## src/rtl/pipe_controller.sv

```systemverilog
// ID-stage main decode with ID/EX control register, load-use and multi-cycle
// divide stall generation, and branch-flush squash.
module pipe_controller #(
  parameter int unsigned MULDIV_EN  = 1,
  parameter int unsigned DIV_CYCLES = 8
) (
  input  logic       clk,
  input  logic       reset,
  input  logic       id_valid,
  input  logic [6:0] Opcode,
  input  logic [2:0] Funct3,
  input  logic [6:0] Funct7,
  input  logic [4:0] id_rs1,
  input  logic [4:0] id_rs2,
  input  logic [4:0] id_rd,
  input  logic       flush,
  output logic       stall,
  output logic       md_busy,
  output logic       ex_valid,
  output logic       ex_ALUSrc,
  output logic       ex_MemtoReg,
  output logic       ex_RegWrite,
  output logic       ex_MemRead,
  output logic       ex_MemWrite,
  output logic       ex_Branch,
  output logic       ex_JalrSel,
  output logic       ex_MulDiv,
  output logic       ex_Illegal,
  output logic [2:0] ex_ALUOp,
  output logic [4:0] ex_rd
);

  localparam int unsigned CntW = $clog2(DIV_CYCLES + 1);
  localparam logic [CntW-1:0] CntLoad = CntW'(DIV_CYCLES - 1);

  localparam logic [6:0] OpR     = 7'b0110011;
  localparam logic [6:0] OpI     = 7'b0010011;
  localparam logic [6:0] OpLw    = 7'b0000011;
  localparam logic [6:0] OpSw    = 7'b0100011;
  localparam logic [6:0] OpBr    = 7'b1100011;
  localparam logic [6:0] OpJal   = 7'b1101111;
  localparam logic [6:0] OpJalr  = 7'b1100111;
  localparam logic [6:0] OpLui   = 7'b0110111;
  localparam logic [6:0] OpAuipc = 7'b0010111;

  typedef struct packed {
    logic       valid;
    logic       alu_src;
    logic       memto_reg;
    logic       reg_write;
    logic       mem_read;
    logic       mem_write;
    logic       branch;
    logic       jalr_sel;
    logic       muldiv;
    logic       illegal;
    logic [2:0] alu_op;
    logic [4:0] rd;
  } ctrl_t;

  ctrl_t           dec;
  ctrl_t           ex_d, ex_q;
  logic [CntW-1:0] cnt_d, cnt_q;
  logic            use_rs1, use_rs2, is_div, load_use;
  logic            unused_funct3;

  // Only Funct3[2] distinguishes divide from multiply here.
  assign unused_funct3 = ^Funct3[1:0];

  // Decode ID fields into EX controls; bubble when ID holds no instruction.
  always_comb begin
    dec     = '0;
    use_rs1 = 1'b1;
    use_rs2 = 1'b0;
    case (Opcode)
      OpR: begin
        use_rs2 = 1'b1;
        if (Funct7 == 7'b0000001) begin
          if (MULDIV_EN != 0) begin
            dec.muldiv    = 1'b1;
            dec.reg_write = 1'b1;
            dec.alu_op    = 3'b110;
            dec.rd        = id_rd;
          end else begin
            dec.illegal = 1'b1;
          end
        end else begin
          dec.reg_write = 1'b1;
          dec.alu_op    = 3'b010;
          dec.rd        = id_rd;
        end
      end
      OpI: begin
        dec.alu_src = 1'b1; dec.reg_write = 1'b1; dec.alu_op = 3'b010; dec.rd = id_rd;
      end
      OpLw: begin
        dec.alu_src  = 1'b1; dec.memto_reg = 1'b1; dec.reg_write = 1'b1;
        dec.mem_read = 1'b1; dec.alu_op    = 3'b000; dec.rd       = id_rd;
      end
      OpSw: begin
        use_rs2 = 1'b1;
        dec.alu_src = 1'b1; dec.mem_write = 1'b1; dec.alu_op = 3'b000; dec.rd = id_rd;
      end
      OpBr: begin
        use_rs2 = 1'b1;
        dec.branch = 1'b1; dec.alu_op = 3'b001; dec.rd = id_rd;
      end
      OpJal: begin
        use_rs1 = 1'b0;
        dec.reg_write = 1'b1; dec.branch = 1'b1; dec.alu_op = 3'b011; dec.rd = id_rd;
      end
      OpJalr: begin
        dec.alu_src = 1'b1; dec.reg_write = 1'b1; dec.branch = 1'b1;
        dec.jalr_sel = 1'b1; dec.alu_op = 3'b011; dec.rd = id_rd;
      end
      OpLui: begin
        use_rs1 = 1'b0;
        dec.alu_src = 1'b1; dec.reg_write = 1'b1; dec.alu_op = 3'b100; dec.rd = id_rd;
      end
      OpAuipc: begin
        use_rs1 = 1'b0;
        dec.alu_src = 1'b1; dec.reg_write = 1'b1; dec.alu_op = 3'b101; dec.rd = id_rd;
      end
      default: dec.illegal = 1'b1;
    endcase
    dec.valid = 1'b1;
    if (!id_valid) dec = '0;
    is_div = dec.muldiv & Funct3[2];
  end

  // Hazard detection against the load currently in EX; x0 never hazards.
  always_comb begin
    load_use = ex_q.valid & ex_q.mem_read & (ex_q.rd != 5'd0) & id_valid &
               ((use_rs1 & (ex_q.rd == id_rs1)) | (use_rs2 & (ex_q.rd == id_rs2)));
    md_busy  = (cnt_q != '0);
    stall    = md_busy | load_use;
  end

  // ID/EX next state: flush beats divide hold, hold beats load-use bubble.
  always_comb begin
    ex_d  = ex_q;
    cnt_d = cnt_q;
    if (cnt_q != '0) cnt_d = cnt_q - CntW'(1);
    if (flush) begin
      ex_d  = '0;
      cnt_d = '0;
    end else if (md_busy) begin
      ex_d = ex_q;
    end else if (load_use) begin
      ex_d = '0;
    end else begin
      ex_d  = dec;
      cnt_d = is_div ? CntLoad : '0;
    end
  end

  // ID/EX control register and divide occupancy counter.
  always_ff @(posedge clk or negedge reset) begin
    if (!reset) begin
      ex_q  <= '0;
      cnt_q <= '0;
    end else begin
      ex_q  <= ex_d;
      cnt_q <= cnt_d;
    end
  end

  assign ex_valid    = ex_q.valid;
  assign ex_ALUSrc   = ex_q.alu_src;
  assign ex_MemtoReg = ex_q.memto_reg;
  assign ex_RegWrite = ex_q.reg_write;
  assign ex_MemRead  = ex_q.mem_read;
  assign ex_MemWrite = ex_q.mem_write;
  assign ex_Branch   = ex_q.branch;
  assign ex_JalrSel  = ex_q.jalr_sel;
  assign ex_MulDiv   = ex_q.muldiv;
  assign ex_Illegal  = ex_q.illegal;
  assign ex_ALUOp    = ex_q.alu_op;
  assign ex_rd       = ex_q.rd;

endmodule

```

## config.mk

```make
export PLATFORM = sky130hd
export DESIGN_NAME = pipe_controller
export DESIGN_NICKNAME = d
export VERILOG_FILES = /design/src/rtl/pipe_controller.sv
export SDC_FILE = /design/constraint.sdc
export NUM_CORES = 1
export LEC_CHECK = 0
export ABC_AREA = 1
export BUFFER_PORTS_ARGS = -buffer_cell sky130_fd_sc_hd__buf_2
export CAP_MARGIN = 10
export CORE_MARGIN = 3
export CORE_UTILIZATION = 51
export CTS_CLUSTER_DIAMETER = 100
export DETAILED_ROUTE_END_ITERATION = 8
export PLACE_DENSITY = 0.84
export SETUP_SLACK_MARGIN = 0.15
export SYNTH_ARGS = -nofsm -noshare
export SYNTH_HDL_FRONTEND = slang
export SYNTH_SLANG_ARGS = --single-unit
export TNS_END_PERCENT = 30
```

## constraint.sdc

```tcl
create_clock -name clk -period 5.2 [get_ports clk]
set_clock_uncertainty 0.2 [all_clocks]
set_input_delay 0.52 -clock clk [delete_from_list [all_inputs] [get_ports clk]]
set_output_delay 0.52 -clock clk [all_outputs]
set_load 0.01 [all_outputs]
```

==> run_summary.xml <==
<?xml version="1.0" encoding="UTF-8"?>
<metrics>
  <group name="outcome">
    <metric name="run_status" unit="">complete, no violations</metric>
  </group>
  <group name="layout">
    <metric name="count_of_filler_cells_inserted_in_the_layout" unit="">220</metric>
    <metric name="postLayoutCoreUtil" unit="%">67.0</metric>
    <metric name="number_of_cells_in_the_finished_layout_apart_from_fillers" unit="">270</metric>
    <metric name="diodes" unit="">0</metric>
    <metric name="multi_input_area" unit="um^2">727</metric>
    <metric name="design.final.nets" unit="">278</metric>
    <metric name="flow.area_growth_from_synthesis" unit="%">23.0</metric>
    <metric name="post_route_cells_drive_above_1_share" unit="%">32.9</metric>
    <metric name="regArea" unit="um^2">526</metric>
  </group>
  <group name="power_and_ir_drop">
    <metric name="switch_share" unit="%">42.4</metric>
    <metric name="leakage" unit="uW">0.000955</metric>
    <metric name="power_density" unit="nW/um^2">300</metric>
    <metric name="combinationalPowerShare" unit="%">44.4</metric>
    <metric name="p_total" unit="uW">507</metric>
    <metric name="power_frac_seq" unit="%">39.4</metric>
    <metric name="cell_internal_power" unit="uW">292</metric>
    <metric name="pwr-share-clk" unit="%">16.2</metric>
    <metric name="power.net_switching" unit="uW">215</metric>
    <metric name="max-vdd-ir-drop" unit="uV">273</metric>
  </group>
  <group name="global_route">
    <metric name="gr-total-overflow" unit="">0</metric>
    <metric name="antenna_found_initial" unit="">0</metric>
    <metric name="maximum_number_of_pins_on_one_net_before_global_route_repair" unit="">22</metric>
    <metric name="grt.total_usage" unit="%">20.6</metric>
    <metric name="grt_first_pass_wirelength" unit="um">5300</metric>
    <metric name="grt_pass1_vias" unit="">1283</metric>
  </group>
  <group name="route">
    <metric name="drtIter0Drc" unit="">63</metric>
    <metric name="detail_route.vias_per_cell" unit="">4.99</metric>
    <metric name="routed_wirelength" unit="um">3110</metric>
    <metric name="remaining_drc_errors" unit="">0</metric>
    <metric name="antenna_violating_nets_post_route" unit="">0</metric>
    <metric name="vias_post_dr" unit="">1347</metric>
    <metric name="wl_per_cell" unit="um">11.5</metric>
    <metric name="firstDrtPassIters" unit="">4</metric>
  </group>
  <group name="timing">
    <metric name="rsz_0062_raised_after_global_routing" unit="">no</metric>
    <metric name="max_slew.worst_pin.slew" unit="ns">0.475</metric>
    <metric name="period_minus_slack" unit="ns">2.32</metric>
    <metric name="final.period_utilization" unit="%">44.6</metric>
    <metric name="max_freq" unit="MHz">431</metric>
    <metric name="fin_ws" unit="ns">2.88</metric>
    <metric name="setup_viol" unit="">0</metric>
    <metric name="max_slew_margin" unit="%">68.3</metric>
    <metric name="finalMaxSlewViolations" unit="">0</metric>
    <metric name="setup_tns" unit="ns">0</metric>
    <metric name="hold_violations" unit="">0</metric>
  </group>
  <group name="placed_design">
    <metric name="globalplace.congestion" unit="">0.815</metric>
    <metric name="post-place-cells" unit="">265</metric>
    <metric name="port-buffer-count" unit="">53</metric>
    <metric name="placement.setup.worst_slack" unit="ns">2.89</metric>
    <metric name="place.detailed.hpwl" unit="um">2450</metric>
  </group>
  <group name="clock_tree">
    <metric name="htree_num_levels" unit="">1</metric>
    <metric name="numClockSinks" unit="">21</metric>
    <metric name="post_cts_resized" unit="">0</metric>
    <metric name="postCtsSetupBuffers" unit="">0</metric>
    <metric name="cts.root.buffer_cell" unit="">clkbuf_4</metric>
    <metric name="cts_tree" unit="">built</metric>
    <metric name="holdBufCountCts" unit="">1</metric>
    <metric name="ctsLongestPathBuffers" unit="">2</metric>
    <metric name="clk_latency" unit="ns">0.32</metric>
    <metric name="clkTransAtPathRegs" unit="ns">0.13</metric>
    <metric name="numCtsBuffers" unit="">3</metric>
  </group>
  <group name="floorplan">
    <metric name="dieHeight" unit="um">57.9</metric>
    <metric name="coreArea" unit="um^2">2520</metric>
    <metric name="io-pin-count" unit="">56</metric>
    <metric name="die_w" unit="um">57.9</metric>
    <metric name="core.rowCount" unit="">18</metric>
    <metric name="floorplan.initialDensity" unit="%">54.5</metric>
    <metric name="floorplan.die_area" unit="um^2">3350</metric>
  </group>
  <group name="worst_setup_path">
    <metric name="crit_arrival" unit="ns">1.60</metric>
    <metric name="critical_path_required" unit="ns">4.48</metric>
    <metric name="critical_path_peak_fanout" unit="">5</metric>
    <metric name="startpoint_type" unit="">input port</metric>
    <metric name="criticalPathCategory" unit="">in -&gt; out</metric>
    <metric name="worst_setup_path_end_kind" unit="">primary output</metric>
  </group>
  <group name="synth">
    <metric name="ys_warn_count" unit="">0</metric>
    <metric name="seq_area_frac_synth" unit="%">38.3</metric>
    <metric name="postSynthRegisterBits" unit="">21</metric>
    <metric name="area_leader_netlist" unit="">dfrtp_1</metric>
    <metric name="syn_area_per_cell" unit="um^2">7.43</metric>
    <metric name="area_share_of_the_largest_cell_type_after_synthesis" unit="%">38.3</metric>
    <metric name="mappedNetlistArea" unit="um^2">1370</metric>
    <metric name="synth_nets" unit="">222</metric>
    <metric name="synth_cells" unit="">185</metric>
    <metric name="synth.distinct_cells" unit="">29</metric>
    <metric name="synth_area_leaders" unit="">dfrtp_1 38%, nand2_1 16%, inv_1 6.6%, nand3_1 4.4%, nor2_1 4.4%</metric>
  </group>
  <group name="worst_hold_path">
    <metric name="path_category_of_the_worst_min_delay_check" unit="">in -&gt; reg</metric>
  </group>
  <group name="run">
    <metric name="max_cap_viol_count" unit="">0</metric>
  </group>
</metrics>
[per-layer routing]
metal  routed length, um  track usage, %
met2                1530            34.2
met1                1320            25.9
met5                   0               0
met3                 148            2.00
met4                 104            11.9
[cell usage after synthesis]
library cell   n
nor2_4         2
nand3_1       12
buf_6          1
nand2_1       57
a21oi_1        4
nor3b_4        1
o21ai_2        5
inv_2          2
o22ai_2        4
buf_2          1
nand2_4        2
ha_1           1
xnor2_1        4
or2_2          1
nand4_1        6
o211ai_1       2
nand2_2        3
o21ai_0        8
nor3_1         1
buf_4          1
and3_1         1
nor2_1        16
dfrtp_1       21
nor2_2         1
or3_1          1
nand3b_1       1
inv_1         24
xor2_1         1
nand3_2        1
[final cells by class]
class,instances,area share (%)
Clock buffer,3,1.33
Clock inverter,1,0.296
Inverter,26,5.77
Multi-Input combinational cell,135,43.0
Sequential cell,21,31.1
Tap cell,30,2.22
Timing Repair Buffer,54,16.3
[critical path, stage by stage]
cell,delay (ns)
buf_2,0.11
inv_1,0.15
nand3_1,0.12
a21oi_1,0.21
nand4_1,0.13
nand2_2,0.12
nand2_4,0.08
nand2_1,0.06
buf_2,0.12
[sequential cells by signal, indices dropped and copies added, names as in the netlist]
name and count:
ex_ALUSrc 1, ex_ALUOp 3, ex_MemtoReg 1, ex_MemWrite 1, ex_JalrSel 1, ex_RegWrite 1, cnt_q 4, ex_rd 5
ex_valid 1, ex_Illegal 1, ex_MulDiv 1, ex_Branch 1
[logic make-up after synthesis]
group	synth area share [%]
AND/OR/NAND/NOR	36.5
buffers and inverters	8.83
AO/OA/AOI/OAI	12.3
flip-flops	38.3
XOR/XNOR	3.19
adder cells (fa/ha/maj)	0.911
[layout by cell type, fill, tap and decap left out, drive strengths merged]
master       netlist  routed
buf                3      53
nand3b             1       1
nor2              19      19
clkbuf             0       3
nand3             13      13
nand2             62      62
dfrtp             21      21
and3               1       1
xnor2              4       4
o22ai              4       4
or3                1       1
clkinv             0       1
a21oi              4       4
nor3               1       1
dlygate4sd3        0       1
nand4              6       6
nor3b              1       1
inv               26      26
o211ai             2       2
xor2               1       1
or2                1       1
o21ai             13      13
ha                 1       1
[path summary, 6_finish.rpt]
kind	startpoint	to	slack [ns]	cells past startpoint
min in group asynchronous	reset	cnt_q[3]	0.47	2
worst min register to register	ex_ALUOp[1]	ex_ALUOp[1]	0.29	2
max in group asynchronous	reset	ex_rd[2]	3.99	2
worst max-delay path	Opcode[6]	stall	2.88	9
worst min-delay path	flush	cnt_q[2]	0.24	2
worst max register to register	cnt_q[0]	cnt_q[1]	3.14	8
[stage by stage]
stage                     area, um^2  hold slack [ns]
after global routing            1690            0.245
after CTS                       1690            0.232
after global placement          1650            0.264
after detailed placement        1650            0.264
after floorplan                 1370           0.0244
final                           1690            0.236
[power groups by stage]
stage | clock network [uW] | logic (uW) | registers, uW
5_1_grt | 88.6 | 257 | 203
3_3_place_gp | 0 | 224 | 202
4_1_cts | 83.7 | 228 | 200
3_5_place_dp | 0 | 227 | 203
2_1_floorplan | 0 | 164 | 203
6_report | 82.2 | 225 | 200
Note: power is estimated with default switching activity, not from simulation.
